[config.mk]
export PLATFORM = sky130hd
export DESIGN_NAME = alu_issue_wb
export DESIGN_NICKNAME = d
export VERILOG_FILES = /design/src/rtl/alu_pkg.sv /design/src/rtl/alu_issue_wb_reg_file.sv /design/src/rtl/alu_issue_wb.sv
export SDC_FILE = /design/constraint.sdc
export NUM_CORES = 1
export LEC_CHECK = 0
export BUFFER_PORTS_ARGS = -buffer_cell sky130_fd_sc_hd__buf_2
export CORE_ASPECT_RATIO = 0.7
export CORE_MARGIN = 2
export CORE_UTILIZATION = 43
export DETAILED_ROUTE_END_ITERATION = 10
export PLACE_DENSITY = 0.57
export SLEW_MARGIN = 20
export SYNTH_ARGS = -nofsm -noshare
export SYNTH_HDL_FRONTEND = slang
export SYNTH_SLANG_ARGS = --single-unit
[constraint.sdc]
create_clock -name clk -period 2.2 [get_ports clk]
set_input_delay 0.44 -clock clk [delete_from_list [all_inputs] [get_ports clk]]
set_output_delay 0.44 -clock clk [all_outputs]
set_load 0.005 [all_outputs]
[src/rtl/alu_pkg.sv]
// Shared definitions for the ALU issue / write-back slice:
// op codes, instruction field positions, FSM state encoding.
package alu_pkg;

  localparam logic [2:0] OP_AND = 3'd0;
  localparam logic [2:0] OP_OR  = 3'd1;
  localparam logic [2:0] OP_ADD = 3'd2;
  localparam logic [2:0] OP_LI  = 3'd3;
  localparam logic [2:0] OP_SUB = 3'd6;
  localparam logic [2:0] OP_SLT = 3'd7;

  localparam int OP_MSB  = 15;
  localparam int OP_LSB  = 13;
  localparam int RD_MSB  = 12;
  localparam int RD_LSB  = 10;
  localparam int RS_MSB  = 9;
  localparam int RS_LSB  = 7;
  localparam int RT_MSB  = 6;
  localparam int RT_LSB  = 4;
  localparam int IMM_MSB = 9;
  localparam int IMM_W   = 10;

  typedef enum logic {
    IDLE,
    EXEC
  } state_t;

  function automatic logic op_legal(
    input logic [2:0] op
  );
    return (op != 3'd4) && (op != 3'd5);
  endfunction

endpackage

[src/rtl/alu_issue_wb_reg_file.sv]
// NREG x DW register file, R0 hardwired to zero.
// Ports: 3 async read ports (rs, rt, dbg), 1 sync write port.
module reg_file #(
  parameter int DW   = 16,
  parameter int NREG = 8,
  parameter int AW   = $clog2(NREG)
) (
  input  logic          clk,
  input  logic          rst_n,
  input  logic [AW-1:0] i_ra1,
  output logic [DW-1:0] o_rd1,
  input  logic [AW-1:0] i_ra2,
  output logic [DW-1:0] o_rd2,
  input  logic [AW-1:0] i_ra3,
  output logic [DW-1:0] o_rd3,
  input  logic          i_we,
  input  logic [AW-1:0] i_wa,
  input  logic [DW-1:0] i_wd
);

  logic [DW-1:0] r_mem [NREG];

  always_ff @(posedge clk or negedge rst_n) begin
    if (!rst_n) begin
      for (int i = 0; i < NREG; i++)
        r_mem[i] <= '0;
    end else if (i_we && (i_wa != '0)) begin
      r_mem[i_wa] <= i_wd;
    end
  end

  assign o_rd1 = (i_ra1 == '0) ? '0 : r_mem[i_ra1];
  assign o_rd2 = (i_ra2 == '0) ? '0 : r_mem[i_ra2];
  assign o_rd3 = (i_ra3 == '0) ? '0 : r_mem[i_ra3];

endmodule

[src/rtl/alu_issue_wb.sv]
// Issue / write-back stage around yAlu: one instruction in flight.
// Ports: instr valid/ready in, alu_* out, alu_z/ex in, done/illegal/dbg out.
module alu_issue_wb
  import alu_pkg::*;
#(
  parameter int DW   = 16,
  parameter int NREG = 8
) (
  input  logic          clk,
  input  logic          rst_n,
  input  logic          instr_valid,
  output logic          instr_ready,
  input  logic [15:0]   instr,
  output logic [DW-1:0] alu_a,
  output logic [DW-1:0] alu_b,
  output logic [2:0]    alu_op,
  input  logic [DW-1:0] alu_z,
  input  logic          alu_ex,
  output logic          done,
  output logic          zero_flag,
  output logic          illegal,
  input  logic [2:0]    dbg_addr,
  output logic [DW-1:0] dbg_data
);

  state_t        r_state;
  logic [DW-1:0] r_a;
  logic [DW-1:0] r_b;
  logic [2:0]    r_op;
  logic [2:0]    r_rd;
  logic          r_done;
  logic          r_zero;
  logic          r_illegal;

  logic [2:0]    w_op;
  logic [2:0]    w_rd;
  logic [2:0]    w_rs;
  logic [2:0]    w_rt;
  logic [DW-1:0] w_imm;
  logic [DW-1:0] w_rs_data;
  logic [DW-1:0] w_rt_data;
  logic          w_legal;
  logic          w_is_li;
  logic          w_we;

  assign w_op    = instr[OP_MSB:OP_LSB];
  assign w_rd    = instr[RD_MSB:RD_LSB];
  assign w_rs    = instr[RS_MSB:RS_LSB];
  assign w_rt    = instr[RT_MSB:RT_LSB];
  assign w_imm   = {{(DW-IMM_W){instr[IMM_MSB]}},
                    instr[IMM_MSB:0]};
  assign w_legal = op_legal(w_op);
  assign w_is_li = (w_op == OP_LI);
  assign w_we    = (r_state == EXEC);

  reg_file #(
    .DW   (DW),
    .NREG (NREG)
  ) u_rf (
    .clk   (clk),
    .rst_n (rst_n),
    .i_ra1 (w_rs),
    .o_rd1 (w_rs_data),
    .i_ra2 (w_rt),
    .o_rd2 (w_rt_data),
    .i_ra3 (dbg_addr),
    .o_rd3 (dbg_data),
    .i_we  (w_we),
    .i_wa  (r_rd),
    .i_wd  (alu_z)
  );

  // LI reuses the adder: 0 + sign-extended immediate.
  always_ff @(posedge clk or negedge rst_n) begin
    if (!rst_n) begin
      r_state   <= IDLE;
      r_a       <= '0;
      r_b       <= '0;
      r_op      <= '0;
      r_rd      <= '0;
      r_done    <= 1'b0;
      r_zero    <= 1'b0;
      r_illegal <= 1'b0;
    end else begin
      r_done    <= 1'b0;
      r_illegal <= 1'b0;
      unique case (r_state)
        IDLE: begin
          if (instr_valid) begin
            if (w_legal) begin
              r_a     <= w_is_li ? '0 : w_rs_data;
              r_b     <= w_is_li ? w_imm : w_rt_data;
              r_op    <= w_is_li ? OP_ADD : w_op;
              r_rd    <= w_rd;
              r_state <= EXEC;
            end else begin
              r_illegal <= 1'b1;
            end
          end
        end
        EXEC: begin
          r_zero  <= alu_ex;
          r_done  <= 1'b1;
          r_state <= IDLE;
        end
        default: r_state <= IDLE;
      endcase
    end
  end

  assign instr_ready = (r_state == IDLE);
  assign alu_a       = r_a;
  assign alu_b       = r_b;
  assign alu_op      = r_op;
  assign done        = r_done;
  assign zero_flag   = r_zero;
  assign illegal     = r_illegal;

endmodule

==> results.yml, run 1 <==
status:
  status: "complete, no violations"
pwr:
  p_switching_mw: 4.14
  power_density_nw_per_um2: 1190
  swShare_pct: 33.3
  p_seq_share_pct: 44.2
  p_int_mw: 8.28
  p_leak_nw: 4.64
  p_comb_share_pct: 31.2
  clkPwrFrac_pct: 24.6
  ir_drop_mv: 0.680
flow_run:
  drv_cap: 0
floorplanning:
  chipWidth_um: 175
  rows: 43
  fp.coreArea_um2: 20000
  die-area_um2: 21700
  start_util_pct: 44.2
  die_height_um: 124
  ios: 94
sta:
  finalClockSkew_ps: 6.80
  min_period_ps: 2180
  fmax_mhz: 459
  maxSlewHeadroom_pct: 40.3
  tightest_slew_ps: 892
  maxSlewViolCount: 0
  setup_viol: 0
  period_share_pct: 99.1
  grt_setup_unrepaired: "true"
  setup_slack_ps: 20.5
  fin_setup_tns_ps: 0
  finalHoldViolCount: 0
logic_synthesis:
  yosys.area.top_type: "dfrtp_1"
  syn_area_um2: 8820
  synth.yosys.seq_area_share_pct: 44.5
  synth_warnings: 0
  avgSynthCellArea_um2: 12.5
  ys_ff_latch: 157
  async_flop_share_pct: 100
  yosysUniqueCellTypes: 45
  syn_inst: 707
  synth_nets: 746
  synth_top_area_share_pct: 44.5
  synth_top_cells_by_area: "dfrtp_1, mux2_2, mux4_2"
  synth-main-ff-cell: "dfrtp_1"
  synth_edf_count: 0
cells_and_area:
  nets: 857
  final_common_cell: "dfrtp_1"
  most-common-layout-cells: "dfrtp_1, mux2_2, buf_2, nor2_1, mux2i_1"
  final_cell_count_no_fill: 1100
  drive_above_1_share_pct: 44.0
  stdcell_area_um2: 10500
  fillers: 1725
  syn_to_final_growth_pct: 18.7
  diodes: 0
clock_network:
  insertion_delay_ps: 420
  tritoncts: "yes"
  cts.htree.levels: 4
  numCtsBuffers: 17
  clockBufferDepth: 2
  cts_root_buf: "clkbuf_16"
  cts_setup_buffers: 0
  clk_pin_slew_ps: 60
  cts_num_sinks: 157
route:
  drtIter0Drc: 788
  vias_per_cell: 6.09
  drc_errors: 0
  via_count: 6702
  wl_um: 27000
  ant_nets: 0
  wl_per_cell_um: 24.5
  first_pass_iters: 6
setup_path:
  cp.required_ps: 1760
  crit_fanout: 17
  worstPathArrival_ps: 1740
  start_kind: "input pin"
  crit_path_end_kind: "output pin"
  critPathKind: "in2out"
grt:
  antenna_found_initial: 0
  gr-total-overflow: 0
  grt.total_usage_pct: 25.7
  grt_max_degree: 55
  grt_pass1_vias: 6799
  grt_first_pass_wirelength_um: 41200
placed_design:
  dpl-instance-area_um2: 9850
  io_buffers: 93
  dp_hpwl_um: 18600
  dp_cells: 1068
  gp_congestion: 0.852
  place_ws_ps: 24.5
hold_path:
  hp-class: "in2reg"
what timing repair did:
item / CTS / global route
gates resized for setup: 0 / 1
setup endpoints to repair: 0 / 3
hold buffers: 1 / 0
hold endpoints to repair: 49 / 0
layer usage:
| layer | wire [um] | GRT usage (%) | vias to the layer above | part of all wire, % |
|---|---|---|---|---|
| met5 | 0 | 0 | - | 0 |
| met4 | 645 | 9.27 | 0 | 2.4 |
| met3 | 2150 | 6.14 | 57 | 8.0 |
| met2 | 11700 | 38.5 | 317 | 43 |
| met1 | 12500 | 36.6 | 3424 | 46 |
| li1 | - | - | 2904 | - |
per-stage QoR:
step / total power, mW / hold WS, ps / utilization [%]
after floorplan: 7.77 / 144 / -
after global placement: 9.08 / 361 / 49.4
after detailed placement: 9.28 / 367 / 49.4
after CTS: 12.4 / 198 / 52.4
after global routing: 13.1 / 201 / 52.5
final: 12.4 / 216 / 52.5
worst paths after layout:
kind                            startpoint               to  cells after the start  slack (ps)
setup / recovery               dbg_addr[1]     dbg_data[13]                      6          20
setup reg to reg                   r_rd[2]    u_rf.r_mem[7]                      3         260
min in group asynchronous            rst_n        zero_flag                      2         540
hold / removal                   instr[10]          r_rd[0]                      3         220
max in group asynchronous            rst_n  u_rf.r_mem[108]                      3         960
hold reg to reg            u_rf.r_mem[119]  u_rf.r_mem[119]                      0         390
Yosys cell counts, types with 2 or more instances:
cell / n
buf_1: 2
a32o_1: 6
a22oi_2: 2
nand3_1: 6
mux4_1: 9
nand4b_2: 3
nor2b_1: 9
buf_12: 2
clkbuf_1: 21
o21ai_0: 17
o41ai_1: 2
mux2i_1: 47
buf_2: 16
a22oi_1: 16
o22ai_1: 5
a22o_1: 11
mux2_4: 2
nor2_1: 58
a21oi_1: 26
nand2_1: 34
o32a_1: 2
mux4_2: 23
dfrtp_1: 157
o31a_1: 2
buf_4: 11
a211oi_1: 3
o211ai_1: 2
mux2_2: 145
buf_6: 7
nor4b_4: 2
a221o_1: 11
o31ai_1: 5
inv_1: 4
a221oi_1: 18
nand2b_1: 11
kinds of logic (layout without fill, tap and decap cells):
group           count (synthesis)  count (layout)  share of synthesized area [%]
compound gates                130             130                           11.0
flops                         157             157                           44.5
simple gates                  129             129                           7.26
mux                           226             226                           32.7
buf+inv                        65             188                           4.47
state kept, by name, indices dropped and copies added, names as in the netlist:
register	cells
alu_op	3
r_rd	3
alu_b	16
zero_flag	1
u_rf.r_mem	115
r_state	1
illegal	1
done	1
alu_a	16
cell type report:
class	count	area (um^2)	area share, %
Clock buffer	18	439	4.19
Clock inverter	13	165	1.58
Sequential cell	157	3930	37.5
Inverter	5	18.8	0.179
Tap cell	270	338	3.23
Multi-Input combinational cell	485	4500	43.0
Timing Repair Buffer	152	1080	10.3
worst max-delay path, cell delays in order:
cell      delay [ps]
buf_2            160
buf_12           190
mux2_2           350
a221oi_1         330
nor2_1           110
buf_2            150
power groups by stage:
stage	clock network (mW)	registers, mW	logic [mW]
after global placement	0	5.36	3.72
after global routing	3.23	5.61	4.23
final	3.05	5.49	3.87
after detailed placement	0	5.44	3.84
after floorplan	0	4.90	2.87
after CTS	3.11	5.40	3.87
No activity file was read; power rests on OpenSTA's default activity.
==> run 2, diff against run 1 <==
- CORE_UTILIZATION: 43 -> 59
- CTS_CLUSTER_SIZE: unset -> 12
- PLACE_DENSITY: 0.57 -> 0.76
- SYNTH_HIERARCHICAL: unset -> 1
==> results.yml, run 2 <==
status:
  status: "complete, no violations"
logic_synthesis:
  syn_area_um2: 8890
  synth_warnings: 6
  async_flop_share_pct: 100
  synth_edf_count: 0
  synth_nets: 742
  synth.yosys.seq_area_share_pct: 43.4
  avgSynthCellArea_um2: 12.6
  yosysUniqueCellTypes: 37
  synth-main-ff-cell: "dfrtp_1"
  syn_inst: 703
  ys_ff_latch: 154
  synth_top_cells_by_area: "dfrtp_1, mux2_2, mux2i_1"
  synth_common_cells: "dfrtp_1, mux2_2, mux2i_1, a221oi_1, nand2_1"
  synth_top_area_share_pct: 43.4
  yosys.area.top_type: "dfrtp_1"
  yosysMostFrequentCell: "dfrtp_1"
clock_network:
  cts.htree.levels: 4
  cts_num_sinks: 154
  clockBufferDepth: 2
  insertion_delay_ps: 440
  cts_root_buf: "clkbuf_16"
  numCtsBuffers: 17
  tritoncts: "yes"
  clk_pin_slew_ps: 60
floorplanning:
  chipWidth_um: 151
  fp.coreArea_um2: 14700
  ios: 94
  rows: 37
  die_height_um: 107
  start_util_pct: 60.4
  die-area_um2: 16100
grt:
  antenna_found_initial: 0
  grt_first_pass_wirelength_um: 40700
  grt_max_degree: 48
  grt.total_usage_pct: 34.2
  gr-total-overflow: 0
  grt_pass1_vias: 7063
setup_path:
  critPathKind: "in2out"
  worstPathArrival_ps: 1740
  crit_path_end_kind: "output pin"
  crit_fanout: 13
  cp.required_ps: 1760
  start_kind: "input pin"
cells_and_area:
  regMostFlops: "u_rf/r_mem"
  largest_reg_flops: 112
  drive_above_1_share_pct: 45.9
  final_common_cell: "dfrtp_1"
  most-common-layout-cells: "dfrtp_1, mux2_2, buf_2, mux2i_1, a221oi_1"
  stdcell_area_um2: 10500
  seq_area_um2: 3850
  fillers: 973
  syn_to_final_growth_pct: 17.7
  multiInputGateArea_um2: 4620
  diodes: 0
  nets: 845
sta:
  period_share_pct: 99.0
  holdWs_ps: 238
  maxSlewHeadroom_pct: 44.7
  setup_slack_ps: 21.0
  fin_setup_tns_ps: 0
  tightest_slew_ps: 825
  setup_viol: 0
  finalHoldViolCount: 0
  finalClockSkew_ps: 9.28
  maxSlewViolCount: 0
  min_period_ps: 2180
  grt_setup_unrepaired: "true"
  fmax_mhz: 459
placed_design:
  place_ws_ps: -84.9
  io_buffers: 93
  gp_congestion: 0.872
  dpl-instance-area_um2: 9690
  dp_hpwl_um: 17500
hold_path:
  hp-class: "in2reg"
route:
  drtIter0Drc: 855
  wl_per_cell_um: 26.7
  ant_nets: 0
  drc_errors: 0
  wl_um: 27100
  first_pass_iters: 6
  via_count: 7088
  vias_per_cell: 6.99
pwr:
  p_leak_nw: 4.64
  ir_drop_mv: 0.599
  power_density_nw_per_um2: 1230
  power_mw: 12.8
flow_run:
  drv_cap: 0
[run 2: cell types whose count changed after synthesis, sizes merged, moves of 13 or more]
cell | previous run | this run
a22oi | 18 | 0
mux2 | 147 | 164
a311oi | 0 | 16
mux2i | 47 | 80
buf | 38 | 53
a211oi | 3 | 18
a221oi | 18 | 75
mux4 | 32 | 0
a21oi | 26 | 12
o21ai | 17 | 1
nor2b | 9 | 22
nor2 | 58 | 3
[run 2: report_power, final]
part / switching (mW) / internal (mW) / total [mW]
registers: 1.41 / 4.07 / 5.48
logic: 1.76 / 2.43 / 4.19
clock network: 1.22 / 1.94 / 3.16
[run 2: path summary, 6_finish.rpt]
kind	startpoint	to	cells past startpoint	slack, ps
setup / recovery	dbg_addr[0]	dbg_data[13]	6	20
hold / removal	instr[10]	r_rd[0]	2	240
setup reg to reg	r_state	alu_b[10]	5	290
hold reg to reg	alu_a[7]	alu_a[7]	1	500
max in group asynchronous	rst_n	u_rf/r_mem[87]	3	950
min in group asynchronous	rst_n	u_rf/r_mem[59]	2	520
[run 2: cells by family after synthesis]
kind of cell	share of synthesized area, %
flops	43.4
compound gates	14.7
buf+inv	5.77
simple gates	5.53
mux	30.6
[run 2: final cells by class]
type	count	area share (%)
multi-input cells	476	44.1
clock inverters	13	1.84
clock buffers	19	4.23
repair buffers	153	10.5
flip-flops and latches	154	36.8
inverters	4	0.144
well taps	195	2.33
[run 2: repair_timing]
action / 4_1_cts / 5_1_grt
hold buffers: 1 / 0
endpoints found under the hold margin: 44 / 0
gates resized for setup: 2 / 15
setup endpoints to repair: 5 / 22
buffers inserted: 0 / 0
cloned: 0 / 1
[run 2: critical path, stage by stage]
cell      delay (ps)
clkbuf_4         190
buf_12           170
mux2_2           360
a221oi_2         310
a221oi_2          90
buf_2            170
[run 2: per-stage QoR]
| step | instances | utilization (%) |
|---|---|---|
| final | 1014 | 71.1 |
| after global placement | 980 | 65.8 |
| after floorplan | 703 | - |
| after detailed placement | 980 | 65.8 |
| after global routing | 1014 | 71.1 |
| after CTS | 1013 | 70.3 |
[run 2: per-layer routing]
layer | track usage (%) | vias up | part of all wire (%)
met1 | 48.3 | 3571 | 43
met5 | 0 | - | 0
met4 | 14.1 | 0 | 2.7
met3 | 10.2 | 74 | 12
met2 | 49.2 | 490 | 43
li1 | - | 2953 | -
